==> src/rtl/uart_rx_cfg.sv <==
// uart_rx_cfg: oversampled UART receiver with runtime parity, valid/ready output, overrun and break recovery.
// Ports:
//   clk, reset      system clock, asynchronous active-high reset
//   en              oversample tick from the shared baud generator, 1 clk wide
//   in              raw serial line (idles high, asynchronous to clk)
//   parityMode      00/11 none, 01 even, 10 odd; captured when a start bit is accepted
//   data, valid     received word and its valid flag
//   ready           consumer accept, a transfer happens on valid && ready
//   parityErr       1-clk pulse with the delivery of a word whose parity mismatched
//   frameErr        1-clk pulse when a stop bit samples low
//   overrun         1-clk pulse when a frame completes while the previous word is still pending
// Build option: define UART_RX_MAJORITY_EN to take each bit as the majority of the last three
//   en-qualified line values instead of the single centre sample.
module uart_rx_cfg #(
  parameter int Oversample = 16,
  parameter int DataBits   = 8,
  parameter int StopBits   = 1
) (
  input  logic                clk,
  input  logic                reset,
  input  logic                en,
  input  logic                in,
  input  logic [1:0]          parityMode,
  output logic [DataBits-1:0] data,
  output logic                valid,
  input  logic                ready,
  output logic                parityErr,
  output logic                frameErr,
  output logic                overrun
);
  localparam int CW = $clog2(Oversample);
  localparam int IW = $clog2(DataBits + 1);
  localparam logic [CW-1:0] HALF = CW'(Oversample / 2 - 1);
  localparam logic [CW-1:0] FULL = CW'(Oversample - 1);
  localparam logic [IW-1:0] LAST = IW'(DataBits - 1);
  localparam logic [IW-1:0] SLAST = IW'(StopBits - 1);
  typedef enum logic [2:0] {IDLE, START, DATA, PARITY, STOP, BREAK} state_t;
  state_t state_q, state_d;
  logic [1:0] sync_q;
  logic prev_q;
  logic [CW-1:0] cnt_q, cnt_d;
  logic [IW-1:0] idx_q, idx_d;
  logic [DataBits-1:0] buf_q, buf_d, data_q, data_d;
  logic [1:0] pmode_q, pmode_d;
  logic mis_q, mis_d, valid_q, valid_d, perr_q, perr_d, ferr_q, ferr_d, ovr_q, ovr_d;
  logic line, smp, done, ferr, par_en;
  assign line = sync_q[1];
  assign par_en = ^pmode_q;
`ifdef UART_RX_MAJORITY_EN
  logic [1:0] hist_q;
  always_ff @(posedge clk or posedge reset)
    if (reset) hist_q <= 2'b11;
    else if (en) hist_q <= {hist_q[0], line};
  assign smp = (hist_q[1] & hist_q[0]) | (hist_q[1] & line) | (hist_q[0] & line);
`else
  assign smp = line;
`endif
  always_comb begin
    state_d = state_q;
    cnt_d = cnt_q;
    idx_d = idx_q;
    buf_d = buf_q;
    pmode_d = pmode_q;
    mis_d = mis_q;
    done = 1'b0;
    ferr = 1'b0;
    if (en) begin
      if (state_q inside {START, DATA, PARITY, STOP} && cnt_q != '0) cnt_d = cnt_q - 1'b1;
      else case (state_q)
        IDLE: if (prev_q && !line) begin
          state_d = START;
          cnt_d = HALF;
        end
        START: if (smp) state_d = IDLE;
        else begin
          state_d = DATA;
          cnt_d = FULL;
          idx_d = '0;
          pmode_d = parityMode;
          mis_d = 1'b0;
        end
        DATA: begin
          buf_d = {smp, buf_q[DataBits-1:1]};
          cnt_d = FULL;
          idx_d = idx_q + 1'b1;
          if (idx_q == LAST) begin
            state_d = par_en ? PARITY : STOP;
            idx_d = '0;
          end
        end
        PARITY: begin
          mis_d = smp ^ (^buf_q) ^ pmode_q[1];
          state_d = STOP;
          cnt_d = FULL;
        end
        STOP: if (!smp) begin
          ferr = 1'b1;
          state_d = BREAK;
        end else if (idx_q == SLAST) begin
          done = 1'b1;
          state_d = IDLE;
        end else begin
          idx_d = idx_q + 1'b1;
          cnt_d = FULL;
        end
        BREAK: if (line) state_d = IDLE;
        default: state_d = IDLE;
      endcase
    end
  end
  always_comb begin
    valid_d = valid_q & ~ready;
    data_d = data_q;
    perr_d = 1'b0;
    ferr_d = ferr;
    ovr_d = done & valid_d;
    if (done && !valid_d) begin
      data_d = buf_q;
      valid_d = 1'b1;
      perr_d = mis_q;
    end
  end
  always_ff @(posedge clk or posedge reset)
    if (reset) begin
      sync_q <= 2'b11;
      prev_q <= 1'b1;
      state_q <= IDLE;
      cnt_q <= '0;
      idx_q <= '0;
      buf_q <= '0;
      pmode_q <= '0;
      mis_q <= 1'b0;
      data_q <= '0;
      valid_q <= 1'b0;
      perr_q <= 1'b0;
      ferr_q <= 1'b0;
      ovr_q <= 1'b0;
    end else begin
      sync_q <= {sync_q[0], in};
      if (en) prev_q <= line;
      state_q <= state_d;
      cnt_q <= cnt_d;
      idx_q <= idx_d;
      buf_q <= buf_d;
      pmode_q <= pmode_d;
      mis_q <= mis_d;
      data_q <= data_d;
      valid_q <= valid_d;
      perr_q <= perr_d;
      ferr_q <= ferr_d;
      ovr_q <= ovr_d;
    end
  assign data = data_q;
  assign valid = valid_q;
  assign parityErr = perr_q;
  assign frameErr = ferr_q;
  assign overrun = ovr_q;
endmodule

==> config.mk <==
export PLATFORM = sky130hd
export DESIGN_NAME = uart_rx_cfg
export DESIGN_NICKNAME = d
export VERILOG_FILES = /design/src/rtl/uart_rx_cfg.sv
export SDC_FILE = /design/constraint.sdc
export NUM_CORES = 1
export LEC_CHECK = 0
export CAP_MARGIN = 20
export CORE_MARGIN = 2
export CORE_UTILIZATION = 45
export DETAILED_ROUTE_END_ITERATION = 6
export GPL_TIMING_DRIVEN = 0
export PLACE_DENSITY = 0.69
export SLEW_MARGIN = 20
export SYNTH_ARGS = -nofsm -noshare
export SYNTH_HDL_FRONTEND = slang
export SYNTH_SLANG_ARGS = --single-unit
export TNS_END_PERCENT = 20
==> constraint.sdc <==
create_clock -name clk -period 4.2 [get_ports clk]
set_input_delay 0.63 -clock clk [delete_from_list [all_inputs] [get_ports clk]]
set_output_delay 0.63 -clock clk [all_outputs]
set_load 0.01 [all_outputs]
==> metrics.md <==
| Metric | Value |
|---|---|
| DR pass1 iterations | 4 |
| Reg area | 930 um2 |
| Post-synth EDFFs | 0 |
| Die Span X | 70.0 um |
| Setup TNS | 0 ns |
| First-pass GRT wire length | 6940 um |
| Avg Vias per Cell | 5.55 |
| Leakage | 1.07 nW |
| Hold Path Class | register to register |
| Total number of vias | 1387 |
| P_int | 0.690 mW |
| Final Util | 0.562 |
| CORE AREA | 4090 um2 |
| Placed Cells | 242 |
| Proportion of layout cells with a drive suffix above 1 | 0.205 |
| Hold Path Depth | 0 |
| Synth Flop Type | dfrtp_1 |
| Mean post-synth cell area | 11.3 um2 |
| Slew @ Worst Pin | 0.760 ns |
| Worst Hold Endpoint | sync_q[1] |
| Vias in the first global route | 1458 |
| Final hold viol count | 0 |
| RSZ-0062 raised after global routing | no |
| Port Buffer Count | 18 |
| Synth unique cells | 51 |
| Multi-input logic area | 941 um2 |
| Sequential fraction of the synthesis area | 0.475 |
| CTS max path bufs | 2 |
| Dpl cell area | 2200 um2 |
| Root buffer cell | clkbuf_8 |
| RD Place Congestion | 0.870 |
| Die height | 70.0 um |
| Net Sw Frac | 0.358 |
| Flops & latches, synth | 37 |
| Die area | 4900 um2 |
| Hold_buf cts | 0 |
| Num CTS Buffers | 5 |
| Crit end category | register |
| Worst skew pair latency | 0.29 ns |
| Routed wire length | 3720 um |
| Reg-to-Reg End | data[2] |
| Final setup viols | 0 |
| Net Sw Power | 0.386 mW |
| Peak VDD IR | 223 uV |
| Clock transition at path regs | 0.07 ns |
| Gr ovfl total | 0 |
| PwrDens | 469 nW/um2 |
| Residual DRC count | 0 |
| Max Cap Viol | 0 |
| Min Tclk post-route | 2.28 ns |
| Initial antenna violation count | 0 |
| Post-route design area | 2290 um2 |
| Status | complete, no violations |
| # diodes | 0 |
| Worst Setup Start Kind | register |
| Relative slew slack | 0.493 |
| Iter 0 DRT Violations | 71 |
| Syn_nets | 184 |
| R2R Setup Slk | 1.92 ns |
| HPWL Detailed | 2750 um |
| Routed len/inst | 14.9 um |
| Reg2Reg Depth | 7 |
| ANT nets after route | 0 |
| Nets | 209 |
| Hold_sp | sync_q[0] |
| Fmax | 0.438 GHz |
| Fill cells | 362 |
| Initial Util | 0.479 |
| Post-Syn Area | 1960 um2 |
| Clock network power share | 0.241 |
| Combinational share of power | 0.361 |
| All-Layer GR Usage | 0.177 |
| Total design power | 1.08 mW |
| Seq pwr share | 0.399 |
| Final-report max-slew violation count | 0 |
| CP arrival | 2.45 ns |
| Yosys warnings | 0 |
| Post-route insts no fill | 250 |
| Io pins | 19 |
| Cell count after synthesis | 174 |
| # resized after CTS | 0 |
| Fin crit share | 0.544 |
| Maximum number of pins on one net before global-route repair | 38 |
| Synth-to-layout area growth | 17.2% |
| Clock Sinks | 37 |
| Crit Path Category | register to register |
| Floorplan row count | 23 |
| Post-CTS setup buffers | 0 |
| Worst EP required | 4.37 ns |
| Max Fanout on Critical Path | 9 |
| Crit Reg-Reg Startpoint | cnt_q[0] |
| Htree depth | 2 |
| Fin Clk Skew | 0.00815 ns |
| CTS tree | yes |
| FFs w/ async S/R, synth | 1.00 |
## layout make-up
cell class,instances,area share
buffer,7,0.0153
clock buffer,7,0.0376
clock inverter,1,0.00327
inverter,14,0.0229
multi-input combinational,116,0.410
sequential,37,0.405
tap,50,0.0273
timing repair buffer,18,0.0785
## worst max-delay path, cell delays in order, from the launching register on
cell	delay (ns)
dfrtp_1	0.38
inv_1	0.09
ha_1	0.23
or3b_4	0.43
a2111o_1	0.42
nand2b_4	0.16
buf_6	0.15
mux2_4	0.30
## power by group through the flow
stage | Combinational, mW | Clock, mW | Sequential, mW
after CTS | 0.385 | 0.266 | 0.429
final | 0.388 | 0.259 | 0.429
after global routing | 0.443 | 0.286 | 0.435
after floorplan | 0.306 | 0 | 0.427
after detailed placement | 0.382 | 0 | 0.436
after global placement | 0.360 | 0 | 0.432
## per-stage QoR
stage / hold WS, ns / setup WS (ns)
floorplan: 0.345 / 2.09
global placement: 0.346 / 1.68
detailed placement: 0.349 / 1.64
CTS: 0.360 / 1.91
global route: 0.370 / 1.80
finish: 0.359 / 1.92
## cells in the final DEF, fill, tap and decap left out, drive strengths merged, types with 2 or more instances in the layout
| cell type | synthesis | final |
|---|---|---|
| dfrtp | 34 | 34 |
| mux2 | 21 | 21 |
| clkdlybuf4s50 | 0 | 18 |
| inv | 14 | 14 |
| clkbuf | 4 | 11 |
| nor2 | 9 | 9 |
| nand2 | 9 | 9 |
| o21ai | 8 | 8 |
| xnor2 | 7 | 7 |
| a21oi | 4 | 4 |
| a311oi | 4 | 4 |
| nor3 | 4 | 4 |
| nor2b | 3 | 3 |
| nor3b | 3 | 3 |
| xor2 | 3 | 3 |
| nand3 | 3 | 3 |
| ha | 3 | 3 |
| dfstp | 3 | 3 |
| buf | 3 | 3 |
| and2 | 2 | 2 |
| o31ai | 2 | 2 |
| o21a | 2 | 2 |
| or2 | 2 | 2 |
| o221ai | 2 | 2 |
| or3b | 2 | 2 |
| nand2b | 2 | 2 |
## sequential cells by signal (all words and copies together), names as in the netlist
| signal | cells |
|---|---|
| idx_q | 4 |
| mis_q | 1 |
| prev_q | 1 |
| pmode_q | 2 |
| valid | 1 |
| parityErr | 1 |
| frameErr | 1 |
| buf_q | 8 |
| overrun | 1 |
| cnt_q | 4 |
| data | 8 |
| state_q | 3 |
| sync_q | 2 |
## synth_stat cells, drive strengths merged (2+ instances only)
library cell	instances	area share
dfrtp	34	0.43
nor3b	3	0.012
buf	3	0.010
nand2	9	0.017
a21oi	4	0.010
inv	14	0.027
nor2	9	0.017
clkbuf	4	0.0077
nand3	3	0.0077
nor3	4	0.010
o221ai	2	0.0089
or3b	2	0.010
mux2	21	0.14
or2	2	0.0064
xor2	3	0.013
nand2b	2	0.010
o31ai	2	0.0077
nor2b	3	0.0096
o21a	2	0.0077
and2	2	0.0064
o21ai	8	0.020
ha	3	0.019
a311oi	4	0.018
xnor2	7	0.031
dfstp	3	0.040
## how the worst max path moves through the flow
| stage | startpoint | end | depth (start not counted) |
|---|---|---|---|
| 6_report | cnt_q[0] | data[2] | 7 |
| 5_1_grt | en | idx_q[0] | 5 |
| 4_1_cts | cnt_q[0] | data[2] | 7 |
| 3_5_place_dp | en | idx_q[0] | 5 |
| 3_3_place_gp | en | data[5] | 6 |
| 2_1_floorplan | cnt_q[0] | data[0] | 7 |
## cell families (layout without fill, tap and decap cells)
group           count (synthesis)  in the layout  synth area share
xor+xnor                       11             11            0.0562
mux                            22             22             0.141
buf+inv                        21             47            0.0447
simple gates                   46             46             0.139
fa+ha+maj                       3              3            0.0192
compound gates                 34             34             0.125
flops                          37             37             0.475
## routing by layer
layer,vias up,global-route usage,part of all wire
met5,-,0,0
met4,0,0.0662,0.015
met3,9,0.0462,0.040
met2,32,0.292,0.48
met1,679,0.223,0.46
li1,667,-,-
(Power assumes the default switching activity.)
